`src/rtl/mem_port_arbiter.sv`:
```
// mem_port_arbiter: shares one line-wide DataMemory port between the
// instruction cache (req0) and the data cache (req1). Each granted request
// becomes exactly one memory transaction. The refill line goes back to its
// owner only. Round-robin tie-break keeps either cache from starving.
module mem_port_arbiter #(
    parameter  int LINE_SIZE = 16,
    localparam int W         = LINE_SIZE * 8
) (
    input  logic          clk,
    input  logic          reset,

    input  logic          req0_valid,
    input  logic [31:0]   req0_addr,
    input  logic          req0_read,
    input  logic          req0_write,
    input  logic [W-1:0]  req0_din,
    output logic          req0_grant,
    output logic          req0_done,
    output logic [W-1:0]  req0_dout,

    input  logic          req1_valid,
    input  logic [31:0]   req1_addr,
    input  logic          req1_read,
    input  logic          req1_write,
    input  logic [W-1:0]  req1_din,
    output logic          req1_grant,
    output logic          req1_done,
    output logic [W-1:0]  req1_dout,

    output logic          mem_is_input_valid,
    output logic [31:0]   mem_addr,
    output logic          mem_read,
    output logic          mem_write,
    output logic [W-1:0]  mem_din,
    input  logic          mem_is_output_valid,
    input  logic [W-1:0]  mem_dout,
    input  logic          mem_ready
);

    // DONE is a separate state so that arbitration never overlaps the
    // completion pulse: the next grant is at the earliest the cycle after done.
    typedef enum logic [2:0] {
        IDLE    = 3'd0,
        ISSUE   = 3'd1,
        WAIT_RD = 3'd2,
        WAIT_WR = 3'd3,
        DONE    = 3'd4
    } state_t;

    state_t         state, state_nxt;
    logic           last_grant;   // requester granted most recently
    logic           owner;        // requester that owns the in-flight transaction
    logic [31:0]    hold_addr;
    logic           hold_read;
    logic           hold_write;
    logic [W-1:0]   hold_din;

    logic           legal0, legal1;
    logic           grant_any;    // a request is latched this cycle
    logic           pick;         // which requester wins when grant_any

    // A request is legal only with exactly one of read/write set.
    assign legal0 = req0_valid && (req0_read ^ req0_write);
    assign legal1 = req1_valid && (req1_read ^ req1_write);

    // Arbitration: a single legal requester wins outright; on a tie the one
    // that was not granted last time wins.
    always_comb begin
        grant_any = 1'b0;
        pick      = 1'b0;
        if (state == IDLE && !reset && mem_ready && (legal0 || legal1)) begin
            grant_any = 1'b1;
            if (legal0 && legal1)
                pick = ~last_grant;
            else
                pick = legal1;
        end
    end

    // Next-state and output decode.
    always_comb begin
        state_nxt          = state;
        req0_grant         = grant_any && !pick;
        req1_grant         = grant_any && pick;
        req0_done          = 1'b0;
        req1_done          = 1'b0;
        mem_is_input_valid = 1'b0;
        mem_read           = 1'b0;
        mem_write          = 1'b0;
        mem_din            = '0;
        case (state)
            IDLE: begin
                if (grant_any)
                    state_nxt = ISSUE;
            end
            ISSUE: begin
                mem_is_input_valid = 1'b1;
                mem_read           = hold_read;
                mem_write          = hold_write;
                mem_din            = hold_din;
                // mem_ready is deliberately ignored here; the memory may still
                // be reporting ready from before it accepted this request.
                state_nxt          = hold_read ? WAIT_RD : WAIT_WR;
            end
            WAIT_RD: begin
                mem_read = hold_read;
                mem_din  = hold_din;
                if (mem_is_output_valid)
                    state_nxt = DONE;
            end
            WAIT_WR: begin
                mem_write = hold_write;
                mem_din   = hold_din;
                if (mem_ready)
                    state_nxt = DONE;
            end
            DONE: begin
                req0_done = !owner;
                req1_done = owner;
                state_nxt = IDLE;
            end
            default: state_nxt = IDLE;
        endcase
    end

    // The address bus keeps the last latched address even while idle.
    assign mem_addr = hold_addr;

    // State register, round-robin pointer and request holding registers.
    always_ff @(posedge clk) begin
        if (reset) begin
            state      <= IDLE;
            last_grant <= 1'b1;
            owner      <= 1'b0;
            hold_addr  <= '0;
            hold_read  <= 1'b0;
            hold_write <= 1'b0;
            hold_din   <= '0;
        end else begin
            state <= state_nxt;
            if (grant_any) begin
                owner      <= pick;
                last_grant <= pick;
                hold_addr  <= pick ? req1_addr  : req0_addr;
                hold_read  <= pick ? req1_read  : req0_read;
                hold_write <= pick ? req1_write : req0_write;
                hold_din   <= pick ? req1_din   : req0_din;
            end
        end
    end

    // Refill capture: only the owner's line register changes.
    always_ff @(posedge clk) begin
        if (reset) begin
            req0_dout <= '0;
            req1_dout <= '0;
        end else if (state == WAIT_RD && mem_is_output_valid) begin
            if (owner)
                req1_dout <= mem_dout;
            else
                req0_dout <= mem_dout;
        end
    end

endmodule
```
`config.mk`:
```
export PLATFORM = sky130hd
export DESIGN_NAME = mem_port_arbiter
export DESIGN_NICKNAME = d
export VERILOG_FILES = /design/src/rtl/mem_port_arbiter.sv
export SDC_FILE = /design/constraint.sdc
export NUM_CORES = 1
export LEC_CHECK = 0
export ABC_CLOCK_PERIOD_IN_PS = 1600
export BUFFER_PORTS_ARGS = -buffer_cell sky130_fd_sc_hd__buf_2
export CAP_MARGIN = 20
export CORE_AREA = 2 2 338 340
export CTS_CLUSTER_SIZE = 20
export DETAILED_ROUTE_END_ITERATION = 6
export DIE_AREA = 0 0 340 342
export PLACE_DENSITY_LB_ADDON = 0.2
export SLEW_MARGIN = 20
export SYNTH_ARGS = -nofsm -noshare
export SYNTH_HDL_FRONTEND = slang
export SYNTH_SLANG_ARGS = --single-unit
```
`constraint.sdc`:
```
create_clock -name clk -period 1.6 [get_ports clk]
set_input_delay 0.08 -clock clk [delete_from_list [all_inputs] [get_ports clk]]
set_output_delay 0.08 -clock clk [all_outputs]
set_load 0.02 [all_outputs]
```
==> impl_metrics.ini <==
[setup_path]
cp_common_cell = buf_12
cp_data_required_time_ns = 1.52
crit_arrival_ns = 2.07
path_class = reg -> out
worst-path-buf-inv = 4
ff2ff_setup_slack_ns = -0.44
rr_worst_depth = 8
crit_slowest_cell = dfxtp_4
path_cells = nor4_4 -> buf_4 -> nand4b_1 -> nor2_4 -> buf_12 -> buf_12 -> buf_8
r2r-start = state[1]
slowest_delay_ns = 0.36
startpoint_type = flop
r2r_end = mem_addr[22]
worstSetupEndpointType = output port
crit_fanout = 4
crit_family = simple AND/OR/NAND/NOR gates

[synth]
syn-num-nets = 2316
synth_edf_count = 0
synth_area_leader_cell = dfxtp_1
synthArstFlopShare_pct = 0
yosys_most_used_dff = dfxtp_1
avgSynthCellArea_um2 = 8.68
synth_top_area_share_pct = 52.5
synth.area.top_cells = dfxtp_1 52%, nand2_1 12%, a221o_1 10%
netlist_area_um2 = 16100
ys_types = 34
ys_seq_area_share_pct = 52.5
yosysWarnings = 0
postSynthCellCount = 1858
ys_ff_latch = 423

[grt]
grt_util_all_layers_pct = 14.8
gr-total-overflow = 0
antenna_found_initial = 16
grt_pass1_vias = 19741
grt_first_pass_wirelength_um = 131000
grt_max_degree = 109

[placement]
dp_hpwl_um = 66500
gp_congestion = 0.874
port_buffers = 880

[clocking]
clk_pin_slew_ns = 0.06
cts_tree = built
htreeDepth = 2
worstSkewPairLatency_ns = 0.64
ctsRootBufferMaster = clkbuf_16
cts_buffer_depth = 3
cts_sinks = 423
cts_buffers = 54

[timing]
finalHoldViolations = 0
max_freq_mhz = 466
finalCritPeriodShare_pct = 134
tightest_slew_ns = 0.620
whs_ns = 0.122
drv_slew = 0
rsz0062_at_grt = true
slew_headroom_pct = 58.7
fin_ws_ns = -0.547
period_minus_slack_ns = 2.15
setup_tns_ns = -128.24
setup_viol = 447
skew_ns = 0.0270

[hold_path]
hold-path-cell-count = 4
hold_path_class = in -> reg
min_delay_worst_endpoint = hold_din[123]
hp-start = mem_ready

[finish]
synthToLayoutAreaGrowth_pct = 93.8
layout_commonest_cell = buf_2
fin_util_pct = 27.6
finalNetCount = 3691
most-common-layout-cells = 747 x buf_2, 513 x nand2_1, 457 x dlygate4sd3_1
fillerInstances = 12275
drive_gt1_share_pct = 38.5

[drt]
vias = 19173
detail_route.wirelength_um = 91600
drtIter0Drc = 973
wire_per_inst_um = 19.1
drc = 0
ant_nets = 0
drtPass1Iterations = 5
viasPerCell = 3.99

[floorplanning]
coreArea_um2 = 113000
start_util_pct = 14.3
die_w_um = 340
die_y_um = 342
io-pin-count = 881
rows = 124
dieArea_um2 = 116000

[pwr]
p_leak_nw = 14.2
vdd_drop_max_mv = 0.730
power_density_nw_per_um2 = 919

[outcome]
violations = setup timing
status = complete, but fails checks

[job]
cap_violations = 0
[layer usage]
metal  global-route usage (%)  share of wire [%]  up-vias
met1                     17.7                 41     9042
li1                         -                  -     9226
met4                     5.25                3.0        8
met3                     4.64                7.8      136
met5                        0              0.065        -
met2                     24.9                 48      761
[state kept, by name, summed over array words and instances (netlist names)]
signal and cells:
req0_dout 128, mem_addr 32, state 3, hold_read 1, owner 1, last_grant 1, hold_write 1, hold_din 128
req1_dout 128
[per-stage QoR]
stage                     instance area (um^2)  power, mW  worst slack (ns)  std cells
after floorplan                          16200       12.7           -0.0789       1858
after global placement                   23000       14.5            -0.189       4195
after detailed placement                 23000       14.5            -0.216       4195
after CTS                                30700       29.0            -0.646       4779
after global routing                     31200       30.0            -0.672       4798
final                                    31300       28.7            -0.547       4801
[report_power, final]
| group | leakage (nW) | switching [mW] | internal, mW |
|---|---|---|---|
| combinational | 9.87 | 2.27 | 2.63 |
| sequential | 3.43 | 0.268 | 10.9 |
| clock | 0.896 | 5.33 | 7.27 |
[worst register-to-register path: cells and delay by family (launching register included)]
family	cells	cell delay, ns
flops	1	0.36
buf+inv	4	0.83
simple gates	3	0.59
compound gates	1	0.20
[layout make-up]
class | count | area, um^2 | share of cell area, %
flip-flops and latches | 423 | 8480 | 27.1
multi-input cells | 1260 | 7330 | 23.5
clock inverters | 25 | 280 | 0.897
inverters | 3 | 11.3 | 0.0360
diodes | 11 | 27.5 | 0.0881
repair buffers | 1491 | 11700 | 37.4
well taps | 1512 | 1890 | 6.05
clock buffers | 76 | 1540 | 4.94
[cell usage after synthesis, types with 2 or more instances]
library cell,number
nor3b_1,3
nor2b_1,2
and2_1,130
a21oi_1,256
inv_1,3
a221o_1,162
buf_4,7
and3_1,163
buf_2,45
xnor2_1,3
nand2_1,515
buf_1,8
nor2_1,7
dfxtp_1,423
clkbuf_1,112
[logic make-up after synthesis]
| family | synth area share (%) |
|---|---|
| and+or+nand+nor | 24.3 |
| xor gates and xnor gates | 0.163 |
| DFF | 52.5 |
| muxes | 0.0621 |
| AOI/OAI and AO/OA | 18.4 |
| buffers and inverters | 4.58 |
[how the worst max path moves through the flow]
stage	from	end	slack, ns	depth (start not counted)
6_report	state[1]	req0_grant	-0.55	7
5_1_grt	state[1]	req0_grant	-0.67	7
4_1_cts	state[0]	mem_din[108]	-0.65	8
3_5_place_dp	state[2]	hold_din[103]	-0.22	6
3_3_place_gp	state[2]	mem_addr[10]	-0.19	6
2_1_floorplan	state[1]	hold_din[100]	-0.08	6
[timing repair]
| item | in CTS | in global routing |
|---|---|---|
| setup buffers | 21 | 10 |
| hold endpoints to repair | 423 | 0 |
| hold buffers | 457 | 0 |
| resized for setup | 301 | 146 |
| setup endpoints to repair | 486 | 543 |
| pin swaps | 35 | 48 |
| cloned | 6 | 6 |
Note: power is estimated with default switching activity, not from simulation.
